==> config.mk <==
export PLATFORM = sky130hd
export DESIGN_NAME = pipe_stage_skid_flat
export DESIGN_NICKNAME = d
export VERILOG_FILES = /design/src/rtl/cpu_pipe_pkg.sv /design/src/rtl/pipe_stage_skid_if.sv /design/src/rtl/pipe_stage_skid_slot.sv /design/src/rtl/pipe_stage_skid.sv /design/src/flat_wrapper.sv
export SDC_FILE = /design/constraint.sdc
export NUM_CORES = 1
export LEC_CHECK = 0
export BUFFER_PORTS_ARGS = -buffer_cell sky130_fd_sc_hd__buf_2
export CAP_MARGIN = 20
export CORE_MARGIN = 2
export CORE_UTILIZATION = 55
export DETAILED_ROUTE_END_ITERATION = 8
export PLACE_DENSITY = 0.89
export SLEW_MARGIN = 20
export SYNTH_ARGS = -nofsm -noshare
export SYNTH_HDL_FRONTEND = slang
export SYNTH_SLANG_ARGS = --single-unit
export TNS_END_PERCENT = 50
==> constraint.sdc <==
create_clock -name clk -period 4.6 [get_ports clk]
set_input_delay 0.92 -clock clk [delete_from_list [all_inputs] [get_ports clk]]
set_output_delay 0.92 -clock clk [all_outputs]
set_load 0.1 [all_outputs]
==> src/rtl/cpu_pipe_pkg.sv <==
// Shared decode/execute payload layout and NOP encodings for the pipeline stage registers.
package cpu_pipe_pkg;

  localparam int unsigned DATA_W    = 16;
  localparam int unsigned REG_W     = 4;
  localparam int unsigned ALUOP_W   = 4;
  localparam int unsigned CTRLB_W   = 2;
  localparam int unsigned JORB_W    = 2;
  localparam int unsigned CTRLMEM_W = 2;
  localparam int unsigned SPARE_W   = 3;
  localparam int unsigned OCC_W     = 2;

  localparam logic [REG_W-1:0]     REG_NONE  = 4'hF;
  localparam logic [ALUOP_W-1:0]   ALU_NOP   = 4'h1;
  localparam logic [CTRLB_W-1:0]   CTRLB_NOP = 2'b10;
  localparam logic [JORB_W-1:0]    JORB_NOP  = 2'b11;
  localparam logic [CTRLMEM_W-1:0] MEM_NOP   = 2'b11;
  localparam logic                 WB_NOP    = 1'b1;

  typedef struct packed {
    logic [DATA_W-1:0]    data_a;
    logic [DATA_W-1:0]    data_b;
    logic [DATA_W-1:0]    data_c;
    logic [DATA_W-1:0]    pc;
    logic [REG_W-1:0]     wreg;
    logic [ALUOP_W-1:0]   aluop;
    logic [CTRLB_W-1:0]   ctrlb;
    logic [JORB_W-1:0]    jorb;
    logic [CTRLMEM_W-1:0] mem;
    logic                 wb;
    logic [SPARE_W-1:0]   spare;
  } id_exe_t;

  localparam int unsigned ID_EXE_W = $bits(id_exe_t);

  // Bubble presented to execute: every control field at its NOP encoding.
  localparam id_exe_t ID_EXE_BUBBLE = '{
    data_a: '0, data_b: '0, data_c: '0, pc: '0,
    wreg: REG_NONE, aluop: ALU_NOP, ctrlb: CTRLB_NOP,
    jorb: JORB_NOP, mem: MEM_NOP, wb: WB_NOP, spare: '0
  };

endpackage

==> src/rtl/pipe_stage_skid_if.sv <==
// One valid/ready/payload link between pipeline stages.
interface pipe_stage_skid_if #(
  parameter int unsigned W = 82
) ();
  logic         valid;
  logic [W-1:0] data;
  logic         ready;

  modport master (output valid, output data, input ready);
  modport slave  (input valid, input data, output ready);
endinterface

==> src/rtl/pipe_stage_skid_slot.sv <==
// Single payload+valid holding register with clear-over-load priority.
module pipe_skid_slot #(
  parameter int unsigned   W      = 82,
  parameter logic [W-1:0]  BUBBLE = '0
) (
  input  logic         clk,
  input  logic         rst,
  input  logic         i_load,
  input  logic         i_clear,
  input  logic [W-1:0] i_data,
  output logic         o_valid,
  output logic [W-1:0] o_data
);

  logic         r_valid;
  logic [W-1:0] r_data;

  always_ff @(posedge clk) begin
    if (!rst || i_clear) begin
      r_valid <= 1'b0;
      r_data  <= BUBBLE;
    end else if (i_load) begin
      r_valid <= 1'b1;
      r_data  <= i_data;
    end
  end

  assign o_valid = r_valid;
  assign o_data  = r_data;

endmodule

==> src/rtl/pipe_stage_skid.sv <==
// Pipeline stage register: main slot plus one-entry skid, flush to bubble, stall counter.
module pipe_stage_skid
  import cpu_pipe_pkg::*;
#(
  parameter int unsigned          PAYLOAD_W = 82,
  parameter logic [PAYLOAD_W-1:0] BUBBLE    = '0,
  parameter int unsigned          CNT_W     = 16
) (
  input  logic                 clk,
  input  logic                 rst,
  input  logic                 flush,
  pipe_stage_skid_if.slave     up,
  pipe_stage_skid_if.master    dn,
  output logic [CNT_W-1:0]     stall_cnt,
  output logic [OCC_W-1:0]     occupancy
);

  logic                 r_in_ready;
  logic [OCC_W-1:0]     r_occ;
  logic [CNT_W-1:0]     r_stall;

  logic                 w_main_v, w_skid_v;
  logic [PAYLOAD_W-1:0] w_main_d, w_skid_d, w_main_din;
  logic                 w_acc, w_drn, w_main_ld;
  logic                 w_main_fill, w_main_clr, w_skid_fill, w_skid_clr;
  logic                 w_main_nxt, w_skid_nxt;

  assign w_acc     = up.valid & r_in_ready;
  assign w_drn     = w_main_v & dn.ready;
  assign w_main_ld = w_drn | ~w_main_v;

  // Main refills from skid first so ordering stays FIFO.
  assign w_main_fill = w_main_ld & (w_skid_v | w_acc);
  assign w_main_clr  = flush | (w_main_ld & ~w_skid_v & ~w_acc);
  assign w_main_din  = w_skid_v ? w_skid_d : up.data;
  assign w_skid_fill = w_acc & w_main_v & ~w_drn;
  assign w_skid_clr  = flush | (w_main_ld & w_skid_v);

  assign w_main_nxt = ~flush & (w_main_ld ? (w_skid_v | w_acc) : w_main_v);
  assign w_skid_nxt = ~flush & (w_skid_fill | (w_skid_v & ~w_main_ld));

  pipe_skid_slot #(.W(PAYLOAD_W), .BUBBLE(BUBBLE)) u_main (
    .clk     (clk),
    .rst     (rst),
    .i_load  (w_main_fill),
    .i_clear (w_main_clr),
    .i_data  (w_main_din),
    .o_valid (w_main_v),
    .o_data  (w_main_d)
  );

  pipe_skid_slot #(.W(PAYLOAD_W), .BUBBLE(BUBBLE)) u_skid (
    .clk     (clk),
    .rst     (rst),
    .i_load  (w_skid_fill),
    .i_clear (w_skid_clr),
    .i_data  (up.data),
    .o_valid (w_skid_v),
    .o_data  (w_skid_d)
  );

  // Ready, occupancy and stall count are registered from next-state slot flags.
  always_ff @(posedge clk) begin
    if (!rst) begin
      r_in_ready <= 1'b1;
      r_occ      <= '0;
      r_stall    <= '0;
    end else begin
      r_in_ready <= ~w_skid_nxt;
      r_occ      <= OCC_W'(w_main_nxt) + OCC_W'(w_skid_nxt);
      if (!flush && w_main_v && !dn.ready && (r_stall != {CNT_W{1'b1}}))
        r_stall <= r_stall + CNT_W'(1);
    end
  end

  assign up.ready  = r_in_ready;
  assign dn.valid  = w_main_v;
  assign dn.data   = w_main_d;
  assign stall_cnt = r_stall;
  assign occupancy = r_occ;

endmodule

==> src/flat_wrapper.sv <==
// flat-port wrapper written by rule: the top's interface ports become plain ports
module pipe_stage_skid_flat import cpu_pipe_pkg::*;
#(
  parameter int unsigned          PAYLOAD_W = 82,
  parameter logic [PAYLOAD_W-1:0] BUBBLE    = '0,
  parameter int unsigned          CNT_W     = 16
)
  (clk, rst, flush, stall_cnt, occupancy, up_valid, up_data, up_ready, dn_valid, dn_data, dn_ready);
  pipe_stage_skid_if #(.W((82))) up_i ();
  pipe_stage_skid_if #(.W((82))) dn_i ();
  input  logic clk;
  input  logic rst;
  input  logic flush;
  output logic [CNT_W-1:0] stall_cnt;
  output logic [OCC_W-1:0] occupancy;
  input wire logic [$bits(up_i.valid)-1:0] up_valid;
  input wire logic [$bits(up_i.data)-1:0] up_data;
  output wire logic [$bits(up_i.ready)-1:0] up_ready;
  output wire logic [$bits(dn_i.valid)-1:0] dn_valid;
  output wire logic [$bits(dn_i.data)-1:0] dn_data;
  input wire logic [$bits(dn_i.ready)-1:0] dn_ready;
  assign up_i.valid = up_valid;
  assign up_i.data = up_data;
  assign up_ready = up_i.ready;
  assign dn_valid = dn_i.valid;
  assign dn_data = dn_i.data;
  assign dn_i.ready = dn_ready;
  pipe_stage_skid #(.PAYLOAD_W(PAYLOAD_W), .BUBBLE(BUBBLE), .CNT_W(CNT_W)) u_core (.clk(clk), .rst(rst), .flush(flush), .up(up_i), .dn(dn_i), .stall_cnt(stall_cnt), .occupancy(occupancy));
endmodule
* Word-level counts from Yosys, hierarchy flattened
Index checks and enable logic that the tools add are counted.
Cells by class: multiplexer cells 2, bitwise operators 23, reduce and logical (&&, ||, !) cells 8, equal/unequal tests 1, add/subtract/negate cells 2
Operators with widths (number):
- 82-bit two-way mux | 1
- 16-bit by 1-bit adder with 16-bit output, second input constant | 1
- 16-bit inequality test, second input constant | 1
- 1-bit bitwise AND | 11
- 1-bit NOT | 7
- 1-bit OR | 5
- 1-bit logical AND | 3
- 1-bit logical NOT | 3
- 1-bit by 1-bit adder with 2-bit output | 1
- 1-bit logical OR | 2
- 1-bit two-way mux | 1
Storage, ports and cells: input bits 87, word-level logic and storage cells 43, register bits 185, output and inout port bits 102

* Longest topological paths before layout
Gate-level depths: netlist of run 1.
depth after elaboration 7, gate-level depth with buffers 6, gate-level depth less buffers 5

* By module
From an unflattened synthesis of run 1, not the netlist that was laid out.
Second synthesis, totals: cells, all modules 749, area total of the unflattened synthesis 7971.4 um^2
Modules (own cells, without submodules):
- pipe_skid_slot | times used 2, area each 3007.9 um^2, cells each 268, seq. area each 1661.6 um^2
- pipe_stage_skid | times used 1, area each 1955.6 um^2, cells each 213, seq. area each 380.4 um^2

* Worst setup path after synthesis of run 1
OpenSTA, ideal clock, no wires.
path type register to register, start point register u_core.r_stall[8] (netlist: u_core.stall_cnt[8]), end point register u_core.r_stall[5] (netlist: u_core.stall_cnt[5]), period minus slack after synthesis 2.446 ns, setup time 0.071 ns, required time 4.529 ns, path buffers 0, slack 2.154 ns, arrival 2.376 ns, stages on the path, launching flop included 5, cells stage by stage dfxtp_1 > nand4_1 > nor4_1 > o21ai_0 > a21oi_1
On the way: longest elaborated chain between the ends 2
Ends and longest elaborated chain:
- start: declaration | line pipe_stage_skid.sv:20 | logic [CNT_W-1:0] r_stall;
- start signal: assignment | line pipe_stage_skid.sv:72 | r_stall <= r_stall + CNT_W'(1);
- 16-bit inequality test | line pipe_stage_skid.sv:71 | if (!flush && w_main_v && !dn.ready && (r_stall != {CNT_W{1'b1}}))
- 1-bit logical AND | line pipe_stage_skid.sv:71
Every way passes these cells. A chain may end at the register's enable or synchronous reset.

* Final worst setup path of run 1
start point input dn_ready, end point register u_core.u_skid.r_data[13] (netlist: u_core.u_skid.o_data[13])
On the way: longest elaborated chain between the ends 5, elaborated cells between the ends (all ways) 7, classes of those cells bitwise (6); reduce/logical (1)
Ends and longest elaborated chain:
- start: declaration | line flat_wrapper.sv:21 | input wire logic [$bits(dn_i.ready)-1:0] dn_ready;
- 1-bit bitwise AND * | line pipe_stage_skid.sv:29 | assign w_drn = w_main_v & dn.ready;
- 1-bit OR | line pipe_stage_skid.sv:30 | assign w_main_ld = w_drn | ~w_main_v;
- 1-bit bitwise AND | line pipe_stage_skid.sv:37 | assign w_skid_clr = flush | (w_main_ld & w_skid_v);
- 1-bit OR | line pipe_stage_skid.sv:37
- 1-bit logical OR | line pipe_stage_skid_slot.sv:19 | if (!rst || i_clear) begin
- end signal: assignment | line pipe_stage_skid_slot.sv:24 | r_data <= i_data;
- end: declaration | line pipe_stage_skid_slot.sv:16 | logic [W-1:0] r_data;
Every way passes the cells marked *; elsewhere a longest branch is shown, timed or not.

==> flow_summary.json, run 1 <==
{
  "core_area_um2": 13200,
  "grt_overflow": 0,
  "min_period_over_period_pct": 53.5,
  "die_h_um": 120,
  "cts_root_buf": "clkbuf_16",
  "cp.arrival_ns": 2.73,
  "tns_ns": 0,
  "hold_path_end": "u_core.u_skid.o_data[23]",
  "powerDensity_nw_per_um2": 385,
  "drtAntennaViolNets": 0,
  "routedWlPerCell_um": 14.8,
  "max_freq_ghz": 0.406,
  "layout_commonest_cell": "buf_2",
  "synth_cells": 845,
  "placed_cells": 1152,
  "wirelength_um": 17600,
  "syn_area_um2": 7380,
  "r2r_setup_slack_ns": 2.19,
  "route.detailed.drc": 0,
  "drv_cap": 0,
  "fillers": 1033,
  "hp-start": "u_core.u_skid.o_data[23]",
  "fp-row-count": 42,
  "power_mw": 3.45,
  "post-cts-setup-buffer-count": 0,
  "hold_viol_final": 0,
  "clk_pin_slew_ns": 0.06,
  "yosysSeqAreaShare_pct": 50.2,
  "fin_util_pct": 68.0,
  "finalSetupViolations": 0,
  "avgSynthCellArea_um2": 8.73,
  "ff_latch_area_um2": 3710,
  "cp.required_ns": 4.87,
  "layout_common_cells": "buf_2, dfxtp_1, nand2_1",
  "cts_max_path_buffers": 2,
  "mappedNetlistNets": 934,
  "critPathLaunchType": "input port",
  "io_pins": 189,
  "grt_start_max_net_pins": 83,
  "ff2ff_path_depth": 5,
  "synth_cell_types": 37,
  "start_util_pct": 56.0,
  "cts_sinks": 185,
  "hold_path.class": "reg2reg",
  "cts_tree": "built",
  "drt-initial-drc-count": 531,
  "final_cell_area_um2": 8960,
  "reg2reg_to": "u_core.u_main.o_data[4]",
  "synth-seq-cells": 185,
  "slew_headroom_pct": 25.2,
  "status": "complete, no violations",
  "antenna_found_initial": 1,
  "grt_pass1_vias": 6051,
  "gr-usage-all-layers_pct": 24.7,
  "grt_pass1_wl_um": 28700,
  "critPathMaxFanout": 82,
  "multi_input_area_um2": 3420,
  "end_kind": "flip-flop",
  "timing.rr.start": "u_core.u_skid.o_valid",
  "nNetsFinal": 1084,
  "fin_crit_ns": 2.46,
  "setup_ws_ns": 2.14,
  "rsz0062_at_grt": "no",
  "die_area_um2": 14400,
  "layout.cells.non_filler": 1185,
  "cts_resized": 0,
  "viasPerCell": 5.50,
  "dpl.hpwl_um": 11200,
  "clk_latency_ns": 0.43,
  "postPlaceCellArea_um2": 8390,
  "placement.io_buffers": 188,
  "numCtsBuffers": 17,
  "drtPass1Iterations": 6,
  "leakagePower_nw": 3.43,
  "gp_congestion": 0.818,
  "whs_ns": 0.454,
  "die-width_um": 120,
  "tightest_slew_ns": 1.12,
  "drv_slew": 0,
  "yosysWarnings": 0,
  "clock_skew_ns": 0.0123,
  "hold_depth": 2,
  "htree_levels": 4,
  "dr_total_vias": 6523,
  "peakVddDrop_mv": 0.337,
  "crit_type": "in2reg",
  "ctsHoldBuffers": 0,
  "area_delta_synth_final_pct": 21.4,
  "pre_cts_ws_ns": 1.73,
  "final_layout_size_suffix_gt1_share_pct": 23.4
}
-- layer usage --
metal	GRT usage (%)	share of wire, %
met1	31.0	44
met5	0	0
met2	40.6	49
met4	9.78	2.2
met3	6.70	5.5
-- sequential cells by signal (all words and copies together), names as in the netlist --
name	flops
u_core.occupancy	2
u_core.stall_cnt	16
u_core.u_main.o_data	82
u_core.u_main.o_valid	1
u_core.u_skid.o_data	82
u_core.u_skid.o_valid	1
u_core.up.ready	1
-- kinds of logic after synthesis --
group | share of synthesized area, %
AOI/OAI and AO/OA | 16.5
buffers and inverters | 3.80
xor gates and xnor gates | 0.237
and+or+nand+nor | 17.7
DFF | 50.2
muxes | 11.3
adders and majority gates | 0.339
-- power by group --
group          total (mW)  internal (mW)  switching, mW
combinational       0.384         0.0881          0.296
sequential           1.64           1.63         0.0144
clock                1.42          0.811          0.612
-- worst max-delay path: stages --
cell and delay (ns):
buf_2 0.13, nor2b_1 0.43, nand3_4 0.82, nand2_1 0.30, a21oi_1 0.10
-- synth_stat cells, drive strengths merged --
library cell / count / area [um2]
a211oi: 82 / 616
a21o: 2 / 15.0
a21oi: 92 / 460
a31oi: 1 / 6.26
a32o: 1 / 10.0
and2: 2 / 12.5
and3: 4 / 25.0
and4: 1 / 8.76
and4b: 1 / 10.0
buf: 23 / 108
clkbuf: 42 / 158
dfxtp: 185 / 3700
ha: 2 / 25.0
inv: 4 / 15.0
mux2i: 83 / 831
nand2: 173 / 649
nand2b: 3 / 18.8
nand3: 6 / 30.0
nand4: 9 / 56.3
nand4bb: 1 / 11.3
nor2: 91 / 342
nor2b: 1 / 6.26
nor3: 2 / 10.0
nor3b: 1 / 12.5
nor4: 6 / 37.5
o2111ai: 1 / 8.76
o21a: 1 / 7.51
o21ai: 8 / 40.0
o31a: 1 / 8.76
o31ai: 2 / 15.0
o41ai: 1 / 27.5
or3: 7 / 43.8
or3b: 1 / 8.76
or4: 3 / 26.3
xor2: 2 / 17.5
-- how the worst max path moves through the flow --
stage | endpoint | slack, ns | depth (start not counted) | from
6_report | u_core.u_skid.o_data[13] | 2.14 | 5 | dn_ready
5_1_grt | u_core.u_main.o_data[4] | 1.97 | 5 | u_core.u_skid.o_valid
4_1_cts | u_core.u_main.o_data[4] | 2.16 | 6 | up_valid
3_5_place_dp | u_core.u_skid.o_data[13] | 1.73 | 5 | dn_ready
3_3_place_gp | u_core.u_skid.o_data[56] | 1.79 | 5 | dn_ready
2_1_floorplan | u_core.stall_cnt[5] | 2.15 | 4 | u_core.stall_cnt[8]
-- layout make-up --
class	instances	share of cell area, %
diodes	1	0.0279
clock buffers	20	4.98
clock inverters	12	1.40
inverters	4	0.168
multi-input cells	591	38.2
flip-flops and latches	185	41.4
well taps	176	2.46
repair buffers	196	11.4
(Power assumes the default switching activity.)
==> run 2: changes to the inputs <==
- CORE_UTILIZATION: 55 -> 48
- PLACE_DENSITY: 0.89 -> 0.83
- clock period: 4.6 -> 2.17 ns (I/O delays scaled with it)
==> flow_summary.json, run 2 (same netlist as run 1, synthesis figures left out) <==
{
  "swShare_pct": 25.9,
  "finalSetupViolations": 0,
  "wirelength_um": 17500,
  "route.detailed.drc": 0,
  "hold_depth": 3,
  "clock_skew_ns": 0.00681,
  "r2r_setup_slack_ns": 0.35,
  "slew_headroom_pct": 61.6,
  "nNetsFinal": 1088,
  "grt_start_max_net_pins": 99,
  "hold_path.class": "in2reg",
  "fp-row-count": 45,
  "switching_power_mw": 1.89,
  "reg2reg_to": "u_core.u_skid.o_data[72]",
  "layout_common_cells": "buf_2, nand2_1, dfxtp_1",
  "intPower_mw": 5.42,
  "peakVddDrop_mv": 0.500,
  "power_frac_comb_pct": 11.2,
  "min_period_over_period_pct": 83.8,
  "start_util_pct": 48.9,
  "final_layout_size_suffix_gt1_share_pct": 25.2,
  "grt_pass1_wl_um": 28500,
  "cp.arrival_ns": 2.16,
  "drt-initial-drc-count": 323,
  "powerDensity_nw_per_um2": 803,
  "core_area_um2": 15100,
  "drtPass1Iterations": 5,
  "drtAntennaViolNets": 0,
  "clk_latency_ns": 0.42,
  "rsz0062_at_grt": "no",
  "clk_pin_slew_ns": 0.07,
  "critPathMaxFanout": 58,
  "timing.rr.start": "u_core.u_main.o_valid",
  "cts_sinks": 185,
  "gp_congestion": 0.849,
  "max_freq_ghz": 0.550,
  "layout_commonest_cell": "buf_2",
  "ctsHoldBuffers": 0,
  "seqPwrFrac_pct": 47.6,
  "placement.io_buffers": 188,
  "grt_pass1_vias": 5955,
  "grt_overflow": 0,
  "area_delta_synth_final_pct": 23.3,
  "io_pins": 189,
  "hold_viol_final": 0,
  "hold_path_end": "u_core.u_skid.o_data[64]",
  "cp.required_ns": 2.51,
  "ff2ff_path_depth": 5,
  "drv_cap": 0,
  "leakagePower_nw": 3.49,
  "dpl.hpwl_um": 11200,
  "critPathLaunchType": "flip-flop",
  "htree_levels": 4,
  "cts_root_buf": "clkbuf_16",
  "antenna_cells": 0,
  "viasPerCell": 5.36,
  "cts_tree": "built",
  "die_h_um": 128,
  "gr-usage-all-layers_pct": 21.5,
  "die_area_um2": 16400,
  "power_mw": 7.31,
  "crit_type": "reg2reg",
  "numCtsBuffers": 17,
  "end_kind": "flip-flop",
  "tns_ns": 0,
  "antenna_found_initial": 1,
  "tightest_slew_ns": 0.575,
  "die-width_um": 128,
  "hp-start": "up_data[64]",
  "fin_crit_ns": 1.82,
  "post-cts-setup-buffer-count": 0,
  "routedWlPerCell_um": 14.6,
  "drv_slew": 0,
  "cts_max_path_buffers": 2,
  "dr_total_vias": 6422,
  "status": "complete, no violations",
  "cts_resized": 0,
  "p_clk_share_pct": 41.2
}
run 2: cell count changes in the layout (fill, tap and decap cells not counted):
cell / change
clkbuf_1: +1
clkinv_2: -2
dfxtp_1: -18
clkinvlp_4: -3
diode_2: -1
buf_12: +6
buf_4: -2
dfxtp_2: +18
clkbuf_8: +2
run 2: stage by stage:
step           utilization (%)  cell area (um2)  std cells  hold WS [ns]  setup slack (ns)
6_report                  60.3             9100       1198         0.257             0.352
3_3_place_gp              56.5             8530       1168         0.441             0.248
5_1_grt                   60.3             9100       1198         0.246             0.207
2_1_floorplan                -             7400        845         0.436             0.102
3_5_place_dp              56.5             8530       1168         0.446             0.215
4_1_cts                   60.3             9100       1198         0.242             0.347
run 2: power by group through the flow:
stage	clock network (mW)	registers (mW)	logic, mW
detailed placement	0	3.55	0.822
global route	3.21	3.48	0.876
finish	3.02	3.48	0.818
floorplan	0	3.90	0.255
CTS	3.09	3.48	0.823
global placement	0	3.55	0.814
run 2: layer usage:
layer	track usage, %	vias up	part of all wire (%)
li1	-	3258	-
met1	26.2	2956	44
met2	37.0	177	48
met3	5.13	29	5.6
met4	7.89	2	1.9
met5	0	-	0.074
run 2: cell type report:
class / count / area, um2
Fill cell: 1302 / 5990
Sequential cell: 185 / 3730
Multi-Input combinational cell: 591 / 3420
Timing Repair Buffer: 200 / 1130
Clock buffer: 23 / 478
Tap cell: 188 / 235
Clock inverter: 7 / 92.6
Inverter: 4 / 15.0
run 2: how the worst max path moves through the flow:
stage | start | to | slack (ns) | depth (start not counted)
after floorplan | u_core.stall_cnt[3] | u_core.stall_cnt[13] | 0.10 | 5
after global placement | dn_ready | u_core.u_skid.o_data[47] | 0.25 | 6
after detailed placement | dn_ready | u_core.u_skid.o_data[44] | 0.22 | 6
after CTS | u_core.u_main.o_valid | u_core.u_skid.o_data[73] | 0.35 | 5
after global routing | u_core.u_main.o_valid | u_core.u_skid.o_data[44] | 0.21 | 5
final | u_core.u_main.o_valid | u_core.u_skid.o_data[72] | 0.35 | 5
run 2: critical path: stages, from the launching register on:
cell and delay, ns:
dfxtp_2 0.39, nor2b_1 0.51, and3_2 0.32, buf_12 0.28, nand2_1 0.09, a21oi_1 0.15
